[config.mk]
export PLATFORM = sky130hd
export DESIGN_NAME = posit_operand_sequencer_flat
export DESIGN_NICKNAME = d
export VERILOG_FILES = /design/src/rtl/posit_operand_sequencer_if.sv /design/src/rtl/posit_operand_sequencer.sv /design/src/flat_wrapper.sv
export SDC_FILE = /design/constraint.sdc
export NUM_CORES = 1
export LEC_CHECK = 0
export ABC_CLOCK_PERIOD_IN_PS = 3810
export BUFFER_PORTS_ARGS = -buffer_cell sky130_fd_sc_hd__buf_2
export CORE_UTILIZATION = 45
export CTS_CLUSTER_DIAMETER = 100
export DETAILED_ROUTE_END_ITERATION = 10
export PLACE_DENSITY_LB_ADDON = 0.08
export SYNTH_ARGS = -nofsm -noshare
export SYNTH_HDL_FRONTEND = slang
export SYNTH_SLANG_ARGS = --single-unit
[constraint.sdc]
create_clock -name clk -period 3.81 [get_ports clk]
set_input_delay 0.1905 -clock clk [delete_from_list [all_inputs] [get_ports clk]]
set_output_delay 0.1905 -clock clk [all_outputs]
set_load 0.01 [all_outputs]
[src/rtl/posit_operand_sequencer_if.sv]
// Handshake and field bus for posit_operand_sequencer.
//   in_*   : operand-pair intake (valid/ready, A and B posits)
//   ext_*  : shared combinational field extractor (ext_in out, decoded fields back)
//   out_*  : decoded-pair delivery (valid/ready) plus captured fields and flags
// slave  = sequencer view, master = environment view.
interface posit_operand_sequencer_if #(
  parameter int N  = 8,
  parameter int ES = 3,
  parameter int RS = $clog2(N),
  parameter int CW = 16
);
  logic                 in_valid;
  logic                 in_ready;
  logic [N-1:0]         in_a;
  logic [N-1:0]         in_b;

  logic [N-1:0]         ext_in;
  logic                 ext_sign;
  logic signed [RS+1:0] ext_regime;
  logic [ES-1:0]        ext_exponent;
  logic [N-1:0]         ext_mantissa;
  logic                 ext_inf;
  logic                 ext_zero;

  logic                 out_valid;
  logic                 out_ready;
  logic                 a_sign,     b_sign;
  logic signed [RS+1:0] a_regime,   b_regime;
  logic [ES-1:0]        a_exponent, b_exponent;
  logic [N-1:0]         a_mantissa, b_mantissa;
  logic                 res_nar;
  logic                 res_zero;
  logic [CW-1:0]        pair_count;

  modport slave (
    input  in_valid, in_a, in_b,
    input  ext_sign, ext_regime, ext_exponent, ext_mantissa, ext_inf, ext_zero,
    input  out_ready,
    output in_ready, ext_in, out_valid,
    output a_sign, a_regime, a_exponent, a_mantissa,
    output b_sign, b_regime, b_exponent, b_mantissa,
    output res_nar, res_zero, pair_count
  );

  modport master (
    output in_valid, in_a, in_b,
    output ext_sign, ext_regime, ext_exponent, ext_mantissa, ext_inf, ext_zero,
    output out_ready,
    input  in_ready, ext_in, out_valid,
    input  a_sign, a_regime, a_exponent, a_mantissa,
    input  b_sign, b_regime, b_exponent, b_mantissa,
    input  res_nar, res_zero, pair_count
  );
endinterface

[src/rtl/posit_operand_sequencer.sv]
// Shares one combinational posit field extractor between the two operands of
// a posit multiply: A is decoded in DEC_A, B in DEC_B (skipped when A is NaR),
// and the captured fields are offered as one pair until the consumer accepts.
// Ports:
//   clk, rst_n : clock, asynchronous active-low reset
//   bus        : posit_operand_sequencer_if.slave (intake, extractor, output)
module posit_operand_sequencer #(
  parameter int N  = 8,
  parameter int ES = 3,
  parameter int RS = $clog2(N),
  parameter int CW = 16
) (
  input  logic clk,
  input  logic rst_n,
  posit_operand_sequencer_if.slave bus
);

  typedef enum logic [1:0] {IDLE, DEC_A, DEC_B, OUT} state_t;

  state_t               r_state, w_next;
  logic [N-1:0]         r_a, r_b;
  logic                 r_a_nar, r_a_zero;
  logic                 r_out_valid;
  logic                 r_a_sign, r_b_sign;
  logic signed [RS+1:0] r_a_regime, r_b_regime;
  logic [ES-1:0]        r_a_exp, r_b_exp;
  logic [N-1:0]         r_a_mant, r_b_mant;
  logic                 r_res_nar, r_res_zero;
  logic [CW-1:0]        r_pair_count;
  logic [N-1:0]         w_ext_in;
  logic                 w_accept;
  logic                 w_b_nar;

  // in_ready depends only on state and reset, never on in_valid.
  assign bus.in_ready = (r_state == IDLE) & rst_n;
  assign w_accept     = bus.in_valid & bus.in_ready;
  assign w_b_nar      = r_a_nar | bus.ext_inf;

  always_ff @(posedge clk or negedge rst_n) begin
    if (!rst_n) r_state <= IDLE;
    else        r_state <= w_next;
  end

  always_comb begin
    w_next = r_state;
    case (r_state)
      IDLE:    if (w_accept) w_next = DEC_A;
      DEC_A:   w_next = bus.ext_inf ? OUT : DEC_B;
      DEC_B:   w_next = OUT;
      OUT:     if (bus.out_ready) w_next = IDLE;
      default: w_next = IDLE;
    endcase
  end

  // Extractor input is held at zero outside decode cycles to avoid toggling.
  always_comb begin
    w_ext_in = '0;
    case (r_state)
      DEC_A:   w_ext_in = r_a;
      DEC_B:   w_ext_in = r_b;
      default: w_ext_in = '0;
    endcase
  end
  assign bus.ext_in = w_ext_in;

  always_ff @(posedge clk or negedge rst_n) begin
    if (!rst_n) begin
      r_a          <= '0;
      r_b          <= '0;
      r_a_nar      <= 1'b0;
      r_a_zero     <= 1'b0;
      r_out_valid  <= 1'b0;
      r_a_sign     <= 1'b0;
      r_a_regime   <= '0;
      r_a_exp      <= '0;
      r_a_mant     <= '0;
      r_b_sign     <= 1'b0;
      r_b_regime   <= '0;
      r_b_exp      <= '0;
      r_b_mant     <= '0;
      r_res_nar    <= 1'b0;
      r_res_zero   <= 1'b0;
      r_pair_count <= '0;
    end else begin
      case (r_state)
        IDLE: begin
          if (w_accept) begin
            r_a <= bus.in_a;
            r_b <= bus.in_b;
          end
        end
        DEC_A: begin
          r_a_sign   <= bus.ext_sign;
          r_a_regime <= bus.ext_regime;
          r_a_exp    <= bus.ext_exponent;
          r_a_mant   <= bus.ext_mantissa;
          r_a_nar    <= bus.ext_inf;
          r_a_zero   <= bus.ext_zero;
          if (bus.ext_inf) begin
            // NaR absorbs anything: B is never decoded, its fields read as 0.
            r_b_sign    <= 1'b0;
            r_b_regime  <= '0;
            r_b_exp     <= '0;
            r_b_mant    <= '0;
            r_res_nar   <= 1'b1;
            r_res_zero  <= 1'b0;
            r_out_valid <= 1'b1;
          end
        end
        DEC_B: begin
          r_b_sign    <= bus.ext_sign;
          r_b_regime  <= bus.ext_regime;
          r_b_exp     <= bus.ext_exponent;
          r_b_mant    <= bus.ext_mantissa;
          r_res_nar   <= w_b_nar;
          // zero * NaR is NaR, so NaR masks the zero flag.
          r_res_zero  <= (r_a_zero | bus.ext_zero) & ~w_b_nar;
          r_out_valid <= 1'b1;
        end
        OUT: begin
          if (bus.out_ready) begin
            r_out_valid  <= 1'b0;
            r_pair_count <= r_pair_count + 1'b1;
          end
        end
        default: ;
      endcase
    end
  end

  assign bus.out_valid  = r_out_valid;
  assign bus.a_sign     = r_a_sign;
  assign bus.a_regime   = r_a_regime;
  assign bus.a_exponent = r_a_exp;
  assign bus.a_mantissa = r_a_mant;
  assign bus.b_sign     = r_b_sign;
  assign bus.b_regime   = r_b_regime;
  assign bus.b_exponent = r_b_exp;
  assign bus.b_mantissa = r_b_mant;
  assign bus.res_nar    = r_res_nar;
  assign bus.res_zero   = r_res_zero;
  assign bus.pair_count = r_pair_count;

endmodule

[src/flat_wrapper.sv]
// flat-port wrapper written by rule: the top's interface ports become plain ports
module posit_operand_sequencer_flat 
#(
  parameter int N  = 8,
  parameter int ES = 3,
  parameter int RS = $clog2(N),
  parameter int CW = 16
)
  (clk, rst_n, bus_in_valid, bus_in_a, bus_in_b, bus_ext_sign, bus_ext_regime, bus_ext_exponent, bus_ext_mantissa, bus_ext_inf, bus_ext_zero, bus_out_ready, bus_in_ready, bus_ext_in, bus_out_valid, bus_a_sign, bus_a_regime, bus_a_exponent, bus_a_mantissa, bus_b_sign, bus_b_regime, bus_b_exponent, bus_b_mantissa, bus_res_nar, bus_res_zero, bus_pair_count);
  posit_operand_sequencer_if #(.N(N), .ES(ES), .RS(RS), .CW(CW)) bus_i ();
  input  logic clk;
  input  logic rst_n;
  input wire logic [$bits(bus_i.in_valid)-1:0] bus_in_valid;
  input wire logic [$bits(bus_i.in_a)-1:0] bus_in_a;
  input wire logic [$bits(bus_i.in_b)-1:0] bus_in_b;
  input wire logic [$bits(bus_i.ext_sign)-1:0] bus_ext_sign;
  input wire logic [$bits(bus_i.ext_regime)-1:0] bus_ext_regime;
  input wire logic [$bits(bus_i.ext_exponent)-1:0] bus_ext_exponent;
  input wire logic [$bits(bus_i.ext_mantissa)-1:0] bus_ext_mantissa;
  input wire logic [$bits(bus_i.ext_inf)-1:0] bus_ext_inf;
  input wire logic [$bits(bus_i.ext_zero)-1:0] bus_ext_zero;
  input wire logic [$bits(bus_i.out_ready)-1:0] bus_out_ready;
  output wire logic [$bits(bus_i.in_ready)-1:0] bus_in_ready;
  output wire logic [$bits(bus_i.ext_in)-1:0] bus_ext_in;
  output wire logic [$bits(bus_i.out_valid)-1:0] bus_out_valid;
  output wire logic [$bits(bus_i.a_sign)-1:0] bus_a_sign;
  output wire logic [$bits(bus_i.a_regime)-1:0] bus_a_regime;
  output wire logic [$bits(bus_i.a_exponent)-1:0] bus_a_exponent;
  output wire logic [$bits(bus_i.a_mantissa)-1:0] bus_a_mantissa;
  output wire logic [$bits(bus_i.b_sign)-1:0] bus_b_sign;
  output wire logic [$bits(bus_i.b_regime)-1:0] bus_b_regime;
  output wire logic [$bits(bus_i.b_exponent)-1:0] bus_b_exponent;
  output wire logic [$bits(bus_i.b_mantissa)-1:0] bus_b_mantissa;
  output wire logic [$bits(bus_i.res_nar)-1:0] bus_res_nar;
  output wire logic [$bits(bus_i.res_zero)-1:0] bus_res_zero;
  output wire logic [$bits(bus_i.pair_count)-1:0] bus_pair_count;
  assign bus_i.in_valid = bus_in_valid;
  assign bus_i.in_a = bus_in_a;
  assign bus_i.in_b = bus_in_b;
  assign bus_i.ext_sign = bus_ext_sign;
  assign bus_i.ext_regime = bus_ext_regime;
  assign bus_i.ext_exponent = bus_ext_exponent;
  assign bus_i.ext_mantissa = bus_ext_mantissa;
  assign bus_i.ext_inf = bus_ext_inf;
  assign bus_i.ext_zero = bus_ext_zero;
  assign bus_i.out_ready = bus_out_ready;
  assign bus_in_ready = bus_i.in_ready;
  assign bus_ext_in = bus_i.ext_in;
  assign bus_out_valid = bus_i.out_valid;
  assign bus_a_sign = bus_i.a_sign;
  assign bus_a_regime = bus_i.a_regime;
  assign bus_a_exponent = bus_i.a_exponent;
  assign bus_a_mantissa = bus_i.a_mantissa;
  assign bus_b_sign = bus_i.b_sign;
  assign bus_b_regime = bus_i.b_regime;
  assign bus_b_exponent = bus_i.b_exponent;
  assign bus_b_mantissa = bus_i.b_mantissa;
  assign bus_res_nar = bus_i.res_nar;
  assign bus_res_zero = bus_i.res_zero;
  assign bus_pair_count = bus_i.pair_count;
  posit_operand_sequencer #(.N(N), .ES(ES), .RS(RS), .CW(CW)) u_core (.clk(clk), .rst_n(rst_n), .bus(bus_i));
endmodule
## Word level (Yosys, flattened, before mapping)

Cells that the tools add are included.
Widths: inputs -> output; s select.

| storage, ports and cells | value |
|---|---|
| flip-flop bits (word level) | 73 |
| word-level logic and storage cells | 56 |

| operators by class | value |
|---|---|
| add/subtract/negate cells | 1 |
| equal/unequal tests | 6 |
| muxes and demuxes | 18 |
| bitwise logic cells | 6 |
| reductions and logical operators | 8 |

Operators with widths:

| operator | number |
|---|---|
| $pmux 8 s2 | 2 |
| $add 16x1->16 const B | 1 |
| $pmux 5 s2 | 1 |
| $mux 8 | 1 |
| $pmux 2 s4 | 1 |
| $reduce_and 2->1 | 4 |
| $pmux 1 s2 | 3 |
| $pmux 3 s2 | 1 |
| $mux 5 | 1 |
| $eq 2x2->1 const B | 2 |
| $mux 1 | 4 |
| $mux 2 | 2 |
| $ne 2x2->1 const B | 2 |
| $and 1x1->1 | 3 |
| $mux 3 | 1 |
| $pmux 1 s3 | 1 |
| $reduce_and 3->1 | 1 |
| $reduce_bool 3->1 | 1 |
| $eq 2x1->1 const B | 1 |
| $logic_not 2->1 | 1 |
| $ne 2x1->1 const B | 1 |
| $or 1x1->1 | 2 |
| $reduce_bool 2->1 | 1 |
| $not 1->1 | 1 |

## Longest topological paths before layout

| depth | value |
|---|---|
| depth in word-level cells | 5 |
| gate-level depth with buffers | 7 |
| depth with buffers taken out | 5 |

## Least setup slack after synthesis

Ideal clock, no wire load.

| path | value |
|---|---|
| path kind | flip-flop to flip-flop |
| from | reg u_core.r_state[0] |
| to | reg u_core.r_a[4] |
| library setup time | 0.125 ns |
| arrival time | 1.415 ns |
| required time | 3.685 ns |
| slack | 2.270 ns |
| cell stages (with the launch flop) | 7 |
| buffers on the path | 1 |
| period minus slack after synthesis | 1.540 ns |
| cells stage by stage | dfrtp_1 -> inv_1 -> ha_1 -> and2_4 -> nand2_4 -> buf_6 -> mux2_4 |

| on the way | value |
|---|---|
| longest elaborated chain between the ends | 4 |

RTL lines:

| item | line | text |
|---|---|---|
| from (decl) | posit_operand_sequencer.sv:20 | `state_t r_state, w_next;` |
| from (signal assigned) | posit_operand_sequencer.sv:41 | `else r_state <= w_next;` |
| $logic_not 2->1 | posit_operand_sequencer.sv:35 | `assign bus.in_ready = (r_state == IDLE) & rst_n;` |
| $and 1x1->1 | posit_operand_sequencer.sv:35 |  |
| named net bus_in_ready | flat_wrapper.sv:23 | `output wire logic [$bits(bus_i.in_ready)-1:0] bus_in_ready;` |
| $and 1x1->1 | posit_operand_sequencer.sv:36 | `assign w_accept = bus.in_valid & bus.in_ready;` |
| $reduce_and 2->1 (no line) | n/a |  |
| to (signal assigned) | posit_operand_sequencer.sv:88 | `r_a <= bus.in_a;` |
| to (decl) | posit_operand_sequencer.sv:21 | `logic [N-1:0] r_a, r_b;` |

The timed path passes the listed nets, and every way through them passes these cells.
A chain may end at the register's enable or synchronous reset.

## Final worst setup path

| path | value |
|---|---|
| from | reg u_core.r_state[0] |
| to | out bus_ext_in[6] |

| on the way | value |
|---|---|
| longest elaborated chain between the ends | 2 |

RTL lines:

| item | line | text |
|---|---|---|
| $eq 2x2->1 or $eq 2x1->1 (tied branches) | posit_operand_sequencer.sv:58 | `case (r_state)` |
| $pmux 8 s2 (*) | posit_operand_sequencer.sv:58 |  |
| to (decl) | flat_wrapper.sv:24 | `output wire logic [$bits(bus_i.ext_in)-1:0] bus_ext_in;` |

Mark *: on every way between the ends. The rest lies on a longest branch, timed or not.

==> results by group <==
Cells and area
  • Design area: 0.00399 mm^2
  • Antenna Cells: 0
  • Area delta synth->final: 25.8%
  • Count of nets after finishing: 408
  • Share of cells above drive strength 1: 0.433
  • Fill cell total of the finished layout: 600

Worst hold path
  • Kind of path behind the tightest hold check: in2reg
  • Worst min-delay path endpoint: u_core.r_b[1]
  • Worst Min Path Start: bus_in_b[1]
  • Hold depth: 2

Pwr
  • Proportion of power drawn by flip-flops and latches: 0.397
  • Power density over the cells: 777 mW/mm^2
  • Combinational cell fraction of total power: 0.387
  • Maximum vdd ir drop: 349 uV
  • Clock share of power: 0.216
  • Power spent charging and discharging nets: 1030 uW
  • Share of total power consumed by net switching: 0.333
  • Leak: 0.00196 uW
  • Internal Pwr Total: 2060 uW

Place
  • Area post-placement: 0.00375 mm^2
  • Global placer's final weighted congestion: 0.708
  • Number of buffer cells added on primary ports: 100
  • Post-DP HPWL: 4410 um

Floorplan
  • Chip Height: 85.9 um
  • Area of the core region: 0.00679 mm^2
  • Total Die Area: 0.00738 mm^2
  • Placement row count: 30
  • Effective utilization at floorplan: 0.466
  • # IOs: 101
  • Floorplan die width: 85.9 um

Clock tree
  • Number of H-tree branching levels: 3
  • Setup Buffers After CTS: 0
  • Clock tree from TritonCTS: done
  • Deepest clock path buffer count: 2
  • Clock slew seen by the registers of the worst setup and hold paths: 0.08 ns
  • Total number of clock tree sinks: 73
  • Number of clock buffers inserted by TritonCTS: 9
  • Master cell of the clock root buffer: clkbuf_8
  • Clk_lat worst skew: 0.33 ns

Global routing
  • Pin count of the biggest net entering global routing: 64
  • Total routing usage reported by global routing: 0.182
  • First-pass GRT wire length: 10300 um
  • Global route overflow: 0
  • Vias in the first global route: 2194
  • Initial antenna violation count: 0

Job
  • MaxCap Viol Count: 0

Worst setup path
  • Kind of launch point of the worst setup path: flop
  • Arrival time worst endpoint: 1.98 ns
  • Reg2reg setup slack: 1.96 ns
  • Kind of critical path: reg2out
  • Critical path's slowest cell: ha_1
  • Cells traversed along the worst timing path: inv_1 > ha_1 > a22oi_1 > nor2b_1 > buf_2
  • Crit. End Element: output pin
  • Logic depth of the worst register-to-register path: 5
  • CP max FO: 19
  • Endpoint of the most critical register-to-register path: u_core.bus.res_nar
  • Reg2reg start: u_core.r_state[0]
  • Worst stage delay on the critical path: 0.61 ns
  • Required arrival time at the worst endpoint: 3.62 ns

Detailed routing
  • Final routed wirelength across all metal layers: 6170 um
  • DRC: 0
  • Via-to-Cell Ratio: 4.75
  • Initial DRC Count: 50
  • Remaining antenna violation count: 0
  • Number of vias in the routed layout: 2199
  • First-pass detailed-route iteration total: 3
  • Routed length per instance: 13.3 um

Synthesis
  • Post-synthesis instance area: 0.00317 mm^2
  • Distinct cell type count after synthesis: 31
  • Syn nets: 303
  • Gate count of the mapped netlist: 257
  • Number of synthesis warnings: 0
  • Share of synthesized area occupied by flip-flops and latches: 0.577
  • Avg Inst Size Synth: 12.3 um^2
  • Synth Register Bits: 73

Timing
  • Final number of setup-violating endpoints: 0
  • Final Hold Viols: 0
  • Total Neg Setup Slack: 0 ns
  • Final period demand of the worst path: 2.17 ns
  • Maximum frequency from static timing analysis: 0.462 GHz
  • Headroom to the max-slew limit: 0.481
  • Fin crit share: 0.569
  • Actual slew at the worst max-slew pin: 0.779 ns
  • Max-slew violation count: 0
  • Unrepaired setup endpoints after global routing: no
  • Clock Skew: 0.00988 ns

Run status
  • Run status: completed
## layout by cell type (no fill, tap or decap), drive strengths merged, types with 2 or more instances in the layout
master / netlist / routed
buf: 9 / 103
dfrtp: 73 / 73
nand2: 47 / 47
mux2: 37 / 37
o21ai: 20 / 20
xnor2: 15 / 15
clkbuf: 1 / 14
nor2b: 9 / 9
a22oi: 8 / 8
nand4: 7 / 7
ha: 7 / 7
nand3: 5 / 5
nor2: 4 / 4
inv: 3 / 3
and2: 3 / 3
o31ai: 2 / 2
bufinv: 0 / 2
and4: 2 / 2
## layout make-up
| class | count | area, um^2 | share of cell area |
|---|---|---|---|
| Inverter | 3 | 11.3 | 0.00283 |
| Sequential cell | 73 | 1830 | 0.458 |
| Timing Repair Buffer | 104 | 536 | 0.134 |
| Clock buffer | 14 | 163 | 0.0408 |
| Multi-Input combinational cell | 171 | 1270 | 0.318 |
| Clock inverter | 2 | 60.1 | 0.0151 |
| Tap cell | 96 | 120 | 0.0301 |
## how the worst max path moves through the flow
stage / from / endpoint / depth (start not counted)
global route: u_core.r_state[0] / bus_ext_in[6] / 5
finish: u_core.r_state[0] / bus_ext_in[6] / 5
CTS: u_core.r_state[0] / bus_ext_in[6] / 5
detailed placement: u_core.r_state[0] / u_core.bus.res_nar / 5
global placement: u_core.r_state[0] / u_core.bus.res_nar / 5
floorplan: u_core.r_state[0] / u_core.r_a[4] / 6
## worst max-delay path: cells and delay by family (launching register included)
family	cells	cell delay, ns
flops	1	0.41
buf+inv	2	0.29
fa+ha+maj	1	0.61
simple gates	1	0.14
compound gates	1	0.19
## cell families after synthesis
logic type	Yosys count	synth area share
xor+xnor	15	0.0415
fa+ha+maj	7	0.0277
simple gates	79	0.121
flops	73	0.577
mux	38	0.151
compound gates	32	0.0605
buf+inv	13	0.0225
## registers in the layout (all words and copies together) (netlist names), 2 cells and up
name / flops
u_core.r_a: 8
u_core.r_state: 2
u_core.bus.a_regime: 5
u_core.bus.a_exponent: 3
u_core.bus.pair_count: 16
u_core.bus.a_mantissa: 8
u_core.bus.b_exponent: 3
u_core.r_b: 8
u_core.bus.b_mantissa: 8
u_core.bus.b_regime: 5
## power by group through the flow
| stage | clock, uW | sequential, uW | combinational [uW] |
|---|---|---|---|
| floorplan | 0 | 1290 | 774 |
| global placement | 0 | 1230 | 1200 |
| detailed placement | 0 | 1240 | 1220 |
| CTS | 689 | 1230 | 1220 |
| global route | 728 | 1270 | 1330 |
| finish | 669 | 1230 | 1200 |
## metal layers
layer,vias up,share of wire,track usage
li1,1091,-,-
met1,1042,0.46,0.239
met2,57,0.48,0.284
met3,9,0.042,0.0414
met4,0,0.017,0.0894
met5,-,0,0
## synthesized netlist by cell type, drive strengths merged
cell | n | area, um^2
dfrtp | 73 | 1830
nand2 | 47 | 184
mux2 | 37 | 454
o21ai | 20 | 100
xnor2 | 15 | 131
buf | 9 | 56.3
nor2b | 9 | 56.3
a22oi | 8 | 60.1
ha | 7 | 87.6
nand4 | 7 | 43.8
nand3 | 5 | 25.0
nor2 | 4 | 17.5
and2 | 3 | 22.5
inv | 3 | 11.3
and4 | 2 | 20.0
o31ai | 2 | 15.0
a211oi | 1 | 7.51
a22o | 1 | 8.76
and3 | 1 | 6.26
clkbuf | 1 | 3.75
mux2i | 1 | 22.5
or3 | 1 | 6.26
## stage by stage
stage / total power [uW] / hold WS (ns) / instances / util / setup WS, ns
after global placement: 2430 / 0.0421 / 446 / 0.552 / 1.98
after detailed placement: 2470 / 0.0415 / 446 / 0.552 / 1.94
after global routing: 3330 / 0.0635 / 463 / 0.587 / 1.51
after CTS: 3150 / 0.0664 / 463 / 0.587 / 1.62
final: 3100 / 0.0802 / 463 / 0.587 / 1.64
after floorplan: 2070 / -0.105 / 257 / - / 2.27
## what timing repair did
item	CTS	global route
hold buffers	1	0
endpoints found under the hold margin	10	0
gates resized for setup	0	0
Note: power is estimated with default switching activity, not from simulation.
